<file path="src/rtl/regfile_port_sequencer_if.sv">
// Bundle between the register-file port sequencer and its fetch, register-file and ALU neighbours.
// master is the sequencer side; slave is the environment side.
interface regfile_port_sequencer_if #(
   parameter int DATA_W  = 32,
   parameter int RADDR_W = 5
);
   logic                instr_valid;
   logic [31:0]         instr;
   logic                instr_ready;
   logic [RADDR_W-1:0]  rf_src1;
   logic [RADDR_W-1:0]  rf_src2;
   logic [DATA_W-1:0]   rf_out1;
   logic [DATA_W-1:0]   rf_out2;
   logic [RADDR_W-1:0]  rf_dest;
   logic [DATA_W-1:0]   rf_write_val;
   logic                rf_write_en;
   logic [DATA_W-1:0]   alu_a;
   logic [DATA_W-1:0]   alu_b;
   logic [5:0]          alu_op;
   logic                alu_start;
   logic                alu_done;
   logic [DATA_W-1:0]   alu_result;
   logic                retire;
   logic                err_illegal;
   logic                err_timeout;

   modport master (
      input  instr_valid, instr, rf_out1, rf_out2, alu_done, alu_result,
      output instr_ready, rf_src1, rf_src2, rf_dest, rf_write_val, rf_write_en,
             alu_a, alu_b, alu_op, alu_start, retire, err_illegal, err_timeout
   );

   modport slave (
      output instr_valid, instr, rf_out1, rf_out2, alu_done, alu_result,
      input  instr_ready, rf_src1, rf_src2, rf_dest, rf_write_val, rf_write_en,
             alu_a, alu_b, alu_op, alu_start, retire, err_illegal, err_timeout
   );
endinterface

</file>
<file path="src/rtl/regfile_port_sequencer.sv">
// Multicycle sequencer: reads rs/rt, drives the ALU, writes back rd/rt for one MIPS instruction at a time.
// Assumes DATA_W > 16 and RADDR_W matching the 5-bit MIPS register fields.
module regfile_port_sequencer #(
   parameter int DATA_W  = 32,
   parameter int RADDR_W = 5,
   parameter int ALU_TMO = 16
) (
   input logic                      clk,
   input logic                      rst,
   regfile_port_sequencer_if.master bus
);
   // state    | meaning
   // S_IDLE   | instr_ready high, waiting for an instruction
   // S_DECODE | rs/rt on the read ports, operands captured at the closing edge
   // S_EXEC   | operands held on the ALU, waiting for alu_done or timeout
   // S_WB     | single writeback cycle with retire pulse

   localparam logic [5:0] OP_RTYPE = 6'h00;
   localparam logic [5:0] OP_ADDI  = 6'h08;
   localparam logic [5:0] OP_ANDI  = 6'h0C;
   localparam logic [5:0] OP_ORI   = 6'h0D;
   localparam logic [5:0] OP_LUI   = 6'h0F;
   localparam logic [5:0] FN_ADD   = 6'h20;
   localparam logic [5:0] FN_AND   = 6'h24;
   localparam logic [5:0] FN_OR    = 6'h25;

   localparam int              CNT_W    = $clog2(ALU_TMO);
   localparam logic [CNT_W-1:0] TMO_LOAD = CNT_W'(ALU_TMO - 1);

   typedef enum logic [1:0] {S_IDLE, S_DECODE, S_EXEC, S_WB} state_t;

   state_t             state;
   logic               ready_q;
   logic [5:0]         op_q;
   logic [15:0]        imm_q;
   logic [CNT_W-1:0]   tmo_cnt;
   logic [RADDR_W-1:0] dec_dest;
   logic [DATA_W-1:0]  dec_b;
   logic [5:0]         dec_op;

   function automatic logic op_legal(input logic [5:0] op);
      return (op == OP_RTYPE) || (op == OP_ADDI) || (op == OP_ANDI) ||
             (op == OP_ORI)   || (op == OP_LUI);
   endfunction

   assign bus.instr_ready = ready_q & ~rst;

   // rd/funct live inside imm_q[15:0] for R-type, so only op, rs, rt and imm16 are kept
   always_comb begin
      dec_dest = bus.rf_src2;
      dec_b    = {{(DATA_W-16){1'b0}}, imm_q};
      dec_op   = FN_OR;
      case (op_q)
         OP_RTYPE: begin
            dec_dest = imm_q[15:11];
            dec_b    = bus.rf_out2;
            dec_op   = imm_q[5:0];
         end
         OP_ADDI: begin
            dec_b  = {{(DATA_W-16){imm_q[15]}}, imm_q};
            dec_op = FN_ADD;
         end
         OP_ANDI: dec_op = FN_AND;
         default: ;
      endcase
   end

   always_ff @(posedge clk or posedge rst) begin
      if (rst) begin
         state            <= S_IDLE;
         ready_q          <= 1'b1;
         op_q             <= '0;
         imm_q            <= '0;
         tmo_cnt          <= '0;
         bus.rf_src1      <= '0;
         bus.rf_src2      <= '0;
         bus.rf_dest      <= '0;
         bus.rf_write_val <= '0;
         bus.rf_write_en  <= 1'b0;
         bus.alu_a        <= '0;
         bus.alu_b        <= '0;
         bus.alu_op       <= '0;
         bus.alu_start    <= 1'b0;
         bus.retire       <= 1'b0;
         bus.err_illegal  <= 1'b0;
         bus.err_timeout  <= 1'b0;
      end else begin
         bus.rf_write_en <= 1'b0;
         bus.alu_start   <= 1'b0;
         bus.retire      <= 1'b0;
         bus.err_illegal <= 1'b0;
         bus.err_timeout <= 1'b0;
         case (state)
            S_IDLE: begin
               if (bus.instr_valid) begin
                  op_q            <= bus.instr[31:26];
                  bus.rf_src1     <= bus.instr[25:21];
                  bus.rf_src2     <= bus.instr[20:16];
                  imm_q           <= bus.instr[15:0];
                  // flagged on the accept edge so the pulse lands in the decode cycle
                  bus.err_illegal <= !op_legal(bus.instr[31:26]);
                  ready_q         <= 1'b0;
                  state           <= S_DECODE;
               end
            end
            S_DECODE: begin
               if (!op_legal(op_q)) begin
                  ready_q <= 1'b1;
                  state   <= S_IDLE;
               end else if (op_q == OP_LUI) begin
                  bus.rf_dest      <= dec_dest;
                  bus.rf_write_val <= {imm_q, {(DATA_W-16){1'b0}}};
                  bus.rf_write_en  <= (dec_dest != '0);
                  bus.retire       <= 1'b1;
                  state            <= S_WB;
               end else begin
                  bus.rf_dest   <= dec_dest;
                  bus.alu_a     <= bus.rf_out1;
                  bus.alu_b     <= dec_b;
                  bus.alu_op    <= dec_op;
                  bus.alu_start <= 1'b1;
                  tmo_cnt       <= TMO_LOAD;
                  state         <= S_EXEC;
               end
            end
            S_EXEC: begin
               if (bus.alu_done) begin
                  bus.rf_write_val <= bus.alu_result;
                  bus.rf_write_en  <= (bus.rf_dest != '0);
                  bus.retire       <= 1'b1;
                  state            <= S_WB;
               end else if (tmo_cnt == '0) begin
                  bus.err_timeout <= 1'b1;
                  ready_q         <= 1'b1;
                  state           <= S_IDLE;
               end else begin
                  tmo_cnt <= tmo_cnt - CNT_W'(1);
               end
            end
            S_WB: begin
               ready_q <= 1'b1;
               state   <= S_IDLE;
            end
            default: begin
               ready_q <= 1'b1;
               state   <= S_IDLE;
            end
         endcase
      end
   end
endmodule

</file>
<file path="src/flat_wrapper.sv">
// flat-port wrapper written by rule: the top's interface ports become plain ports
module regfile_port_sequencer_flat 
#(
   parameter int DATA_W  = 32,
   parameter int RADDR_W = 5,
   parameter int ALU_TMO = 16
)
  (clk, rst, bus_instr_valid, bus_instr, bus_rf_out1, bus_rf_out2, bus_alu_done, bus_alu_result, bus_instr_ready, bus_rf_src1, bus_rf_src2, bus_rf_dest, bus_rf_write_val, bus_rf_write_en, bus_alu_a, bus_alu_b, bus_alu_op, bus_alu_start, bus_retire, bus_err_illegal, bus_err_timeout);
  regfile_port_sequencer_if #(.DATA_W(DATA_W), .RADDR_W(RADDR_W)) bus_i ();
  input logic clk;
  input logic rst;
  input wire logic [$bits(bus_i.instr_valid)-1:0] bus_instr_valid;
  input wire logic [$bits(bus_i.instr)-1:0] bus_instr;
  input wire logic [$bits(bus_i.rf_out1)-1:0] bus_rf_out1;
  input wire logic [$bits(bus_i.rf_out2)-1:0] bus_rf_out2;
  input wire logic [$bits(bus_i.alu_done)-1:0] bus_alu_done;
  input wire logic [$bits(bus_i.alu_result)-1:0] bus_alu_result;
  output wire logic [$bits(bus_i.instr_ready)-1:0] bus_instr_ready;
  output wire logic [$bits(bus_i.rf_src1)-1:0] bus_rf_src1;
  output wire logic [$bits(bus_i.rf_src2)-1:0] bus_rf_src2;
  output wire logic [$bits(bus_i.rf_dest)-1:0] bus_rf_dest;
  output wire logic [$bits(bus_i.rf_write_val)-1:0] bus_rf_write_val;
  output wire logic [$bits(bus_i.rf_write_en)-1:0] bus_rf_write_en;
  output wire logic [$bits(bus_i.alu_a)-1:0] bus_alu_a;
  output wire logic [$bits(bus_i.alu_b)-1:0] bus_alu_b;
  output wire logic [$bits(bus_i.alu_op)-1:0] bus_alu_op;
  output wire logic [$bits(bus_i.alu_start)-1:0] bus_alu_start;
  output wire logic [$bits(bus_i.retire)-1:0] bus_retire;
  output wire logic [$bits(bus_i.err_illegal)-1:0] bus_err_illegal;
  output wire logic [$bits(bus_i.err_timeout)-1:0] bus_err_timeout;
  assign bus_i.instr_valid = bus_instr_valid;
  assign bus_i.instr = bus_instr;
  assign bus_i.rf_out1 = bus_rf_out1;
  assign bus_i.rf_out2 = bus_rf_out2;
  assign bus_i.alu_done = bus_alu_done;
  assign bus_i.alu_result = bus_alu_result;
  assign bus_instr_ready = bus_i.instr_ready;
  assign bus_rf_src1 = bus_i.rf_src1;
  assign bus_rf_src2 = bus_i.rf_src2;
  assign bus_rf_dest = bus_i.rf_dest;
  assign bus_rf_write_val = bus_i.rf_write_val;
  assign bus_rf_write_en = bus_i.rf_write_en;
  assign bus_alu_a = bus_i.alu_a;
  assign bus_alu_b = bus_i.alu_b;
  assign bus_alu_op = bus_i.alu_op;
  assign bus_alu_start = bus_i.alu_start;
  assign bus_retire = bus_i.retire;
  assign bus_err_illegal = bus_i.err_illegal;
  assign bus_err_timeout = bus_i.err_timeout;
  regfile_port_sequencer #(.DATA_W(DATA_W), .RADDR_W(RADDR_W), .ALU_TMO(ALU_TMO)) u_core (.clk(clk), .rst(rst), .bus(bus_i));
endmodule
</file>
<file path="config.mk">
export PLATFORM = sky130hd
export DESIGN_NAME = regfile_port_sequencer_flat
export DESIGN_NICKNAME = d
export VERILOG_FILES = /design/src/rtl/regfile_port_sequencer_if.sv /design/src/rtl/regfile_port_sequencer.sv /design/src/flat_wrapper.sv
export SDC_FILE = /design/constraint.sdc
export NUM_CORES = 1
export LEC_CHECK = 0
export CORE_MARGIN = 5
export CORE_UTILIZATION = 40
export CTS_CLUSTER_SIZE = 28
export DETAILED_ROUTE_END_ITERATION = 6
export GPL_TIMING_DRIVEN = 0
export PLACE_DENSITY = 0.87
export SLEW_MARGIN = 20
export SYNTH_ARGS = -nofsm -noshare
export SYNTH_HDL_FRONTEND = slang
export SYNTH_SLANG_ARGS = --single-unit
</file>
<file path="constraint.sdc">
create_clock -name clk -period 5.7 [get_ports clk]
set_clock_uncertainty 0.2 [all_clocks]
set_input_delay 1.425 -clock clk [delete_from_list [all_inputs] [get_ports clk]]
set_output_delay 1.425 -clock clk [all_outputs]
set_load 0.02 [all_outputs]
</file>
== After elaboration in Yosys (flattened, before gate mapping) ==
Cells that the tools add are included.

* Logic and storage cells: 104
* Register bits after elaboration: 151
* Output and inout bits: 123
* Bits of input ports: 132

* Reduce and logical (&&, ||, !) cells: 23
* Muxes and demuxes: 39
* Add/sub/neg operators: 1
* Eq/ne operators: 21
* Bitwise operators: 3

{| class="wikitable"
|+ Operators by type and width
! operator !! count
|-
| case mux 32 bit (2 select lines) || 2
|-
| 2-to-1 mux 32 bit || 3
|-
| equality test 6 x 4 -> 1 bit (second input constant) || 8
|-
| 2-to-1 mux 1 bit || 19
|-
| case mux 6 bit (3 select lines) || 1
|-
| 2-to-1 mux 4 bit || 4
|-
| logical NOT 6 bit || 2
|-
| inequality test 2 bit (second input constant) || 6
|-
| nonzero test 5 bit || 2
|-
| logical OR 1 bit || 8
|-
| 2-to-1 mux 2 bit || 4
|-
| case mux 2 bit (4 select lines) || 1
|-
| case mux 4 bit (2 select lines) || 1
|-
| AND reduction 4 bit || 2
|-
| inequality test 2 x 1 -> 1 bit (second input constant) || 3
|-
| AND reduction 2 bit || 3
|-
| 2-to-1 mux 5 bit || 1
|-
| AND reduction 5 bit || 1
|-
| equality test 2 bit (second input constant) || 2
|-
| logical NOT 4 bit || 1
|-
| case mux 1 bit (2 select lines) || 2
|-
| case mux 1 bit (4 select lines) || 1
|-
| subtractor 4 x 1 -> 4 bit (second input constant) || 1
|-
| inequality test 3 x 2 -> 1 bit (second input constant) || 1
|-
| other kinds (7) || 8
|}

== Longest topological paths before layout ==
* Depth in word-level cells: 8
* Gate-level depth with buffers: 8
* Mapped depth without buffers: 6

== Worst setup path after synthesis ==
OpenSTA, ideal clock, no wires.

* Path kind: input to output
* Start: in rst
* End: out bus_instr_ready
* Arrival time: 1.705 ns
* Required time: 4.075 ns
* Slack: 2.370 ns
* Stages on the path: 1
* Path buffers: 0
* Path through: nor2_1

* Cells in the longest elaborated chain, start to end: 2

{| class="wikitable"
|+ RTL lines
! element !! RTL line !! RTL
|-
| from (decl) || flat_wrapper.sv:11 || <nowiki>input logic rst;</nowiki>
|-
| inverter 1 bit || regfile_port_sequencer.sv:46 || <nowiki>assign bus.instr_ready = ready_q & ~rst;</nowiki>
|-
| AND 1 bit || regfile_port_sequencer.sv:46 ||
|-
| to (decl) || flat_wrapper.sv:18 || <nowiki>output wire logic [$bits(bus_i.instr_ready)-1:0] bus_instr_ready;</nowiki>
|}

No other way between the ends.

== Worst setup path after layout ==
Same ends and word-level chain as after synthesis.

==> metrics.md <==
| Metric | Value |
|---|---|
| Status | complete, no violations |
| Gr ovfl total | 0 |
| Synth Area in Compound Gates | 12.6% |
| Reg-to-Reg End | u_core.bus.rf_write_val[20] |
| IO Count | ~260 |
| Crit path launch | rst |
| TNS Setup | 0 ns |
| Highest Clock Rate | around 230 MHz |
| Clock Sinks | approximately 150 |
| M3 GR Usage | roughly 7.3% |
| Vias | 5330 |
| Netlist cell types | around 50 |
| Vias per Instance | around 5.2 |
| Tot GR Track Use | 21.2% |
| TritonCTS clock tree | done |
| Die height | about 140 µm |
| Width of the die | 138 µm |
| Number of buffers created by CTS | 17 |
| Final Util | between 60% and 70% |
| H-tree levels | 4 |
| Critical path arrival | 2.72 ns |
| Starting Density | about two fifths |
| Number of synthesized register bits | 151 |
| Min cycle time layout | ~4.3 ns |
| Drt first-iter violations | 202 |
| Synth Area in Simple Gates | 5.49% |
| CP required | around 4 ns |
| Via count of the first global-routing pass | 5768 |
| Pwr dens | 544 mW/mm² |
| Final hold vios | 0 |
| Unrepaired setup endpoints after global routing | false |
| Layout cells sized above 1 | 18.3% |
| # diodes | 0 |
| Critical Path Sink | bus_instr_ready |
| Mux cell area share after synthesis | between 10% and 20% |
| Post-DR wirelength/cell | approximately 20 µm |
| Max_cap viols | 0 |
| Leak | slightly above 4 nW |
| Max-slew violation count | 0 |
| Post-route ant nets | 0 |
| Mapped Nets | about 670 |
| Rows | 47 |
| Gp weighted congestion | 0.821 |
| GR peak layer | met2 |
| Slew HR | a little over two fifths |
| Cells after Synth | 530 |
| Worst-Skew Late Latency | 0.42 ns |
| IO buf count | 253 |
| Syn Area/Cell | about 12 µm² |
| Synthesized cell area | 0.00659 mm² |
| Startpoint class of the critical path | primary input |
| Peak supply drop | between 0.2 and 0.3 mV |
| Die area | around 0.019 mm² |
| Routed wire length | a little over 20000 µm |
| Yosys warns | 0 |
| Pwr Total | ~5.5 mW |
| Worst hold path type | reg -> reg |
| Worst hold slack | a little under 0.3 ns |
| Number of synthesized flops with an enable pin | 0 |
| Largest net degree at the start of global routing | 80 |
| WS Path Type | in -> out |
| Clock Tree Buf Depth | 2 |
| Post-CTS Setup Inserts | 0 |
| Async SR Flop Fraction | 100% |
| Reg2Reg Launch Point | u_core.state[1] |
| DP Wirelength | 15300 µm |
| Initial antenna violation count | 0 |
| Hold_buf cts | 0 |
| Final setup viols | 0 |
| Critical path capture point type | primary output |
| Nets@finish | 940 |
| Largest family of logic cells by synthesized area | multiplexers |
| Area growth, synth to finish | 52.4% |
| CTS root buf | clkbuf_16 |
| Reg2Reg Setup Slack | 2.95 ns |
| Cts repair resizes | 0 |
| Core ar. | approximately 0.016 mm² |
| DRC | 0 |
| GR Util met2 | between 30% and 40% |
| First-pass GRT wire length | 32200 µm |
| Synth Area in XOR/XNOR | 0% |
| Area share of fa/ha/maj cells after synthesis | 0.950% |
| Final period util | roughly three quarters |
| Seq/Total Area, Yosys | approximately 57% |
| Reg2reg path depth | 7 |
| Worst-path clk slew | about 0.060 ns |
| Main flop type after synthesis | dfrtp_1 |
| Crit Path Max Fanout | 2 |
| Met1 Use GR | around a quarter |
| Worst Tran Pin Value | between 0.8 and 0.9 ns |
| DRT Pass-1 Iters | 4 |
-- flip-flops by register name (all words and copies together) (netlist names), 2 cells and up --
signal	cells
u_core.bus.alu_a	32
u_core.bus.alu_b	32
u_core.bus.alu_op	6
u_core.bus.rf_dest	5
u_core.bus.rf_src1	5
u_core.bus.rf_src2	5
u_core.bus.rf_write_val	32
u_core.imm_q	16
u_core.op_q	6
u_core.state	2
u_core.tmo_cnt	4
-- cell usage after synthesis (3+ instances only) --
library cell / number / share of area, %
mux2_2: 93 / 16
mux2_1: 3 / 0.51
nor2b_1: 8 / 0.76
nand3_1: 5 / 0.38
a22o_1: 16 / 2.1
buf_2: 6 / 0.46
clkbuf_1: 19 / 1.1
ha_1: 5 / 0.95
o21ai_1: 3 / 0.23
buf_1: 3 / 0.17
mux2i_1: 22 / 3.3
a21oi_1: 21 / 1.6
inv_1: 8 / 0.46
nor2_1: 12 / 0.68
nor3_1: 5 / 0.38
dfrtp_1: 150 / 57
buf_6: 6 / 1.0
nand2_1: 14 / 0.80
or4_1: 3 / 0.34
o211ai_1: 3 / 0.34
o21ai_0: 86 / 6.5
-- logic make-up (layout without fill, tap and decap cells) --
logic type,count (synthesis),after routing
and+or+nand+nor,67,67
buffers and inverters,46,330
DFF,151,151
AOI/OAI and AO/OA,142,142
muxes,119,119
adders and majority gates,5,5
-- report_power, final --
| part | switching, mW | total, mW | internal, mW |
|---|---|---|---|
| combinational | 1.18 | 2.40 | 1.22 |
| sequential | 0.331 | 1.87 | 1.54 |
| clock | 0.433 | 1.18 | 0.749 |
-- area by class of cell --
cell class              instances  area, µm²
fillers                      1342       6310
flip-flops and latches        151       3780
multi-input cells             333       2570
repair buffers                254       2560
clock buffers                  21        460
well taps                     220        275
plain buffers                  37        200
clock inverters                 9        150
inverters                       9       43.8
-- cells in the final DEF, fill, tap and decap left out, types with 7 or more instances in the layout --
master,instances
a21oi_1,21
a22o_1,16
clkbuf_1,21
clkbuf_16,17
clkdlybuf4s50_1,253
dfrtp_1,150
inv_1,7
mux2_2,93
mux2i_1,22
nand2_1,14
nor2_1,12
nor2b_1,8
o21ai_0,86
-- layer usage --
| layer | up-vias | wire length (µm) | share of wire, % |
|---|---|---|---|
| met4 | 0 | 484 | 2.4 |
| li1 | 2460 | - | - |
| met3 | 33 | 1480 | 7.3 |
| met2 | 214 | 10200 | 50 |
| met1 | 2623 | 8070 | 40 |
| met5 | - | 0 | 0 |
-- how the worst min path moves through the flow --
stage                               startpoint                         end  cells past startpoint
floorplan                       u_core.ready_q              u_core.ready_q                      2
global placement          u_core.bus.alu_a[27]        u_core.bus.alu_a[27]                      1
detailed placement        u_core.bus.alu_a[28]        u_core.bus.alu_a[28]                      1
CTS                       u_core.bus.alu_a[28]        u_core.bus.alu_a[28]                      1
global route        u_core.bus.rf_write_val[4]  u_core.bus.rf_write_val[4]                      1
finish                    u_core.bus.alu_a[28]        u_core.bus.alu_a[28]                      1
-- per-stage QoR --
stage | cells | setup WS (ns) | cell area, µm²
finish | 1034 | 1.36 | 10000
global route | 1034 | 1.31 | 10000
CTS | 1034 | 1.36 | 10000
detailed placement | 1004 | 1.36 | 9430
global placement | 1003 | -2.20 | 9390
floorplan | 530 | 0.0119 | 6590
-- critical path, cell delays in order --
cell	delay, ns
clkdlybuf4s50_1	0.51
nor2_1	0.16
clkdlybuf4s50_1	0.62
Note: power is estimated with default switching activity, not from simulation.
==> variant 1 (same settings) <==
Re-encode `state_t` (4 states) as one-hot, 4 bits wide.
--- a/src/rtl/regfile_port_sequencer.sv
+++ b/src/rtl/regfile_port_sequencer.sv
@@ -27,7 +27,7 @@
    localparam int              CNT_W    = $clog2(ALU_TMO);
    localparam logic [CNT_W-1:0] TMO_LOAD = CNT_W'(ALU_TMO - 1);
 
-   typedef enum logic [1:0] {S_IDLE, S_DECODE, S_EXEC, S_WB} state_t;
+   typedef enum logic [3:0] {S_IDLE = 4'b0001, S_DECODE = 4'b0010, S_EXEC = 4'b0100, S_WB = 4'b1000} state_t;
 
    state_t             state;
    logic               ready_q;
Behaviour: same outputs for any inputs over 4 cycles, from zero or initial values and one cycle with rst high; so few cycles prove little.
==> variant 1 against the unedited design <==
- synthesized area is 1.1% lower
- power shrank 9.0%
- worst hold slack worse by 0.017 ns
- design area barely moved
- synthesized cell count grew 18%
- sequential power down 2%
- worst setup slack better by 0.11 ns
- sequential cell count up 2
- combinational power decreased by 17%
- critical endpoint unchanged
- wire length is 0.72% higher
- sequential share of layout area grew 0.53 points
- non-clock buffer count up 2
==> variant 1: results (changes against the unedited design) <==
- Metal2 WL: 9.861 mm (-3.0%)
- DRT met1 WL: 7.726 mm (-4.3%)
- Gpl congestion: 0.8074 (-1.6%)
- DR iter-0 viols: 176 (-13%)
- Num CTS Buffers: 17 (unchanged)
- Final Cycle Share: 74.29% (-1.9 points)
- WL per Instance: 17.98 um (-8.0%)
- Routed wl met3: 2.229 mm (+51%)
- Largest net degree at the start of global routing: 30 (-63%)
- Area after DPL: 9429 sq um (about the same)
- Commonest cells post-synth: nand2_1 (203), dfrtp_1 (151), mux2_2 (55), mux2i_1 (32), inv_1 (24)
- Net count, final: 1035 (+10%)
- Port Buf Inserts: 254 (+0.40%)
- Worst-Margin Slew: 0.7339 ns (-0.1245 ns)
- Vias in the first global route: 5868 (+1.7%)
- Placed cell count: 1099 (+9.5%)
- Vias: 5556 (+4.2%)
- Worst R2R Setup Slack: 3.06 ns (+0.11 ns)
- Total Wirelength: 20.35 mm (+0.72%)
- Share of cells above drive strength 1: 12.35% (-6.0 points)
- Global-route wire length before repair: 31.28 mm (-2.8%)
- WP data arrival: 2.61 ns (-0.11 ns)
- Leak: 4.244 nW (+2.1%)
- Count of cell types in the netlist: 44 (-14%)
- Synth area leaders: dfrtp_1 (58%), nand2_1 (12%), mux2_2 (9.5%), mux2i_1 (4.9%), o21ai_1 (1.7%)
- Post-Syn Nets: 757 (+13%)
- Max VDD drop: 257.7 uV (-9.0%)
- Status: finished clean
- Sequential area share after synthesis: 58.83% (+1.4 points)
- Met2 usage: 36.52% (+0.24 points)
- Final HPWL DP: 16.14 mm (+5.5%)
- Post_cts resized: 0 (unchanged)
- Met1 usage: 25.08% (+0.44 points)
- Crit path max fanout: 2 (unchanged)
- Overall Global Routing Usage: 21.74% (+0.59 points)
- Synthesized instance count: 624 (+18%)
- Fin Hold WS: 0.2751 ns (-0.01679 ns)
-- variant 1: power groups by stage --
stage | Combinational (mW) | Sequential [mW] | Clock, mW
2_1_floorplan | 0.632 | 2.17 | 0
3_3_place_gp | 1.95 | 1.83 | 0
3_5_place_dp | 2.00 | 1.85 | 0
4_1_cts | 2.01 | 1.83 | 1.18
5_1_grt | 2.14 | 1.89 | 1.23
6_report | 1.98 | 1.83 | 1.15
-- variant 1: worst paths after layout --
path | startpoint | endpoint | depth (start not counted)
max in group asynchronous | rst | u_core.imm_q[9]$_DFFE_PP0P_ | 5
min | u_core.bus.alu_a[29]$_DFFE_PP0P_ | u_core.bus.alu_a[29]$_DFFE_PP0P_ | 2
max reg2reg | u_core.op_q[2]$_DFFE_PP0P_ | u_core.bus.alu_a[17]$_DFFE_PP0P_ | 8
min reg2reg | u_core.bus.alu_a[29]$_DFFE_PP0P_ | u_core.bus.alu_a[29]$_DFFE_PP0P_ | 2
max | rst | bus_instr_ready | 3
min in group asynchronous | rst | u_core.bus.alu_b[27]$_DFFE_PP0P_ | 2
-- variant 1: layout make-up --
cell class / count / area, sq um
fill: 1304 / 5911
sequential: 153 / 3831
timing repair buffer: 259 / 2643
multi-input combinational: 412 / 2420
clock buffer: 18 / 429.2
tap: 216 / 270.3
clock inverter: 14 / 171.4
buffer: 34 / 167.7
inverter: 25 / 97.59
antenna: 1 / 2.502
-- variant 1: cell families after synthesis --
family	Yosys count	synth area share [%]
AND/OR/NAND/NOR	251	16.22
flip-flops	153	58.83
multiplexers	87	14.43
AO/OA/AOI/OAI	73	6.321
buffers and inverters	59	4.015
adder cells (fa/ha/maj)	1	0.1921
-- variant 1: critical path: cells and delay by family --
kind / cells / cell delay [ns]
buffers and inverters: 2 / 1.06
AND/OR/NAND/NOR: 1 / 0.12
==> variant 2 (config.mk and constraints unchanged) <==
Made on the original files. Reset style: synchronous (`rst`), changed in one clocked block.
--- a/src/rtl/regfile_port_sequencer.sv
+++ b/src/rtl/regfile_port_sequencer.sv
@@ -65,7 +65,7 @@
       endcase
    end
 
-   always_ff @(posedge clk or posedge rst) begin
+   always_ff @(posedge clk) begin
       if (rst) begin
          state            <= S_IDLE;
          ready_q          <= 1'b1;
Function: differs if rst is asserted again (counterexample within 4 cycles, from zero or initial values and one cycle with rst high); with rst held inactive, the same outputs for 4 cycles.
==> variant 2 against the unedited design <==
- wire length increased by 19%
- critical path depth increased by 2
- worst hold slack got worse by 0.036 ns
- cell count increased by 25%
- global-route usage increased by 4.0 points
- synthesized area decreased by 3.0%
- sequential cell count unchanged
- via count increased by 35%
- design area decreased by 2.6%
- worst setup slack got worse by 0.86 ns
Power is not compared: it rests on default switching activity, and its combinational part moved more than twofold at a synthesized area within 25%.
==> variant 2: results (changes against the unedited design) <==
- Largest net degree at the start of global routing: 17 (-79%)
- Latest clock arrival within the worst-skew pair: between 0.4 and 0.5 ns
- Final HPWL DP: 17.94 mm (+17%)
- Post_cts resized: 0 (unchanged)
- Num CTS Buffers: 17 (unchanged)
- Via density: 5.584 (+8.3%)
- DRT met1 WL: 9.669 mm (+20%)
- R2R Path Start: u_core.op_q[2]$_SDFFE_PP0P_
- Status: finished clean
- Syn_area_per_cell: 8.135 sq um (-35%)
- Initial antenna violation count: 1 (+1)
- Reg2reg path depth: 6 (-1)
- FFs w/ async S/R, synth: 0% (-100 points)
- Vias in the first global route: 6850 (+19%)
- DR iter-0 viols: 537 (+170%)
- WP data arrival: 3.58 ns (+0.86 ns)
- Placed cell count: 1255 (+25%)
- WL per Instance: 18.64 um (-4.6%)
- Mux cell area share after synthesis: 0% (-20 points)
- Metal2 WL: 11.36 mm (+12%)
- Synth Area in Adders: 0.9796% (+0.030 points)
- Hold crit path type: flip-flop to flip-flop
- End of the worst hold path: u_core.bus.rf_src1[3]$_SDFFE_PP0P_
- Worst Setup SP: rst
- R2r endpoint: u_core.bus.alu_b[28]$_SDFFE_PP0P_
- CTS Buffer Depth: 2 (unchanged)
- Post-CTS Repair Setup Buffers: 0 (unchanged)
- Gpl congestion: 0.9472 (+15%)
- Compound-Gate Fraction of Synth Area: 26.18% (+14 points)
- Sequential area share after synthesis: 47.34% (-10 points)
- Hold Path Depth: 2 (+1)
- Leak: roughly 3.4 nW
- Overall Global Routing Usage: 25.13% (+4.0 points)
- Crit path max fanout: 10 (+8)
- Hold Crit Start: u_core.bus.rf_src1[3]$_SDFFE_PP0P_
- Share of cells above drive strength 1: 5.696% (-13 points)
- Worst R2R Setup Slack: 3.11 ns (+0.16 ns)
- Post-Syn Nets: 922 (+38%)
- Commonest cells post-synth: dfxtp_1 (151), a21oi_1 (129), nand2_1 (129), clkbuf_1 (53), nor2_1 (40)
- Port Buf Inserts: 254 (+0.40%)
- 1st-pass router iterations: 7 (+3)
- Worst-Margin Slew: 0.8235 ns (-0.03486 ns)
- Count of cell types in the netlist: 50 (-2.0%)
- Synth Flop Type: dfxtp_1
- Synth area leaders: dfxtp_1 (47%), a21oi_1 (10%), nand2_1 (7.6%), a311oi_1 (3.6%), clkbuf_1 (3.1%)
- Net count, final: 1195 (+27%)
- Routed wl met3: 1.957 mm (+32%)
- Global-route wire length before repair: 36.20 mm (+12%)
- Vias: 7192 (+35%)
- H-tree levels: 4 (unchanged)
[variant 2: changes by cell type after synthesis, sizes merged, moves of 22 or more]
cell / before / now
dfrtp: 150 / 0
a311oi: 0 / 27
a21oi: 21 / 129
clkbuf: 20 / 53
mux2i: 22 / 0
o21ai: 89 / 37
nand2: 14 / 129
nor2: 12 / 41
nand3: 5 / 33
mux2: 97 / 0
dfxtp: 0 / 151
[variant 2: cell type report]
cell class,count,area (sq um)
Clock buffer,19,452.9
Timing Repair Buffer,254,2542
Multi-Input combinational cell,535,2955
Fill cell,1372,5993
Antenna cell,1,2.502
Buffer,75,317.8
Tap cell,216,270.3
Clock inverter,13,122.6
Sequential cell,151,3023
Inverter,24,90.09
[variant 2: metal layers]
layer | vias up | track usage, %
met2 | 382 | 40.64
met1 | 3367 | 31.34
met5 | - | 0
met4 | 0 | 12.54
met3 | 75 | 5.922
li1 | 3368 | -
[variant 2: worst max-delay path by stage]
stage,cells after the start,end
floorplan,3,bus_instr_ready
global placement,5,bus_instr_ready
detailed placement,5,bus_instr_ready
CTS,5,bus_instr_ready
global route,5,bus_instr_ready
finish,5,bus_instr_ready
[variant 2: cells by family after synthesis]
| family | after synthesis |
|---|---|
| fa+ha+maj | 5 |
| compound gates | 264 |
| buf+inv | 99 |
| simple gates | 266 |
| flops | 151 |
[variant 2: per-stage QoR]
stage | area [sq um] | hold slack, ns | setup slack, ns
after global placement | 9199 | 0.2419 | 0.5810
after floorplan | 6386 | 0.2480 | 1.961
final | 9777 | 0.2562 | 0.4947
after detailed placement | 9199 | 0.2499 | 0.5504
after CTS | 9774 | 0.2588 | 0.5340
after global routing | 9777 | 0.2740 | 0.4514
[variant 2: power by group through the flow]
stage | registers [mW] | logic (mW) | clock network (mW)
after floorplan | 1.34 | 0.413 | 0
after global placement | 1.25 | 0.903 | 0
after detailed placement | 1.25 | 0.920 | 0
after CTS | 1.23 | 0.924 | 1.10
after global routing | 1.25 | 1.00 | 1.15
final | 1.24 | 0.929 | 1.09
[variant 2: critical path, stage by stage]
cell,delay [ns]
clkdlybuf4s50_1,0.55
clkbuf_1,0.39
clkbuf_1,0.48
nor2b_1,0.15
clkdlybuf4s50_1,0.58
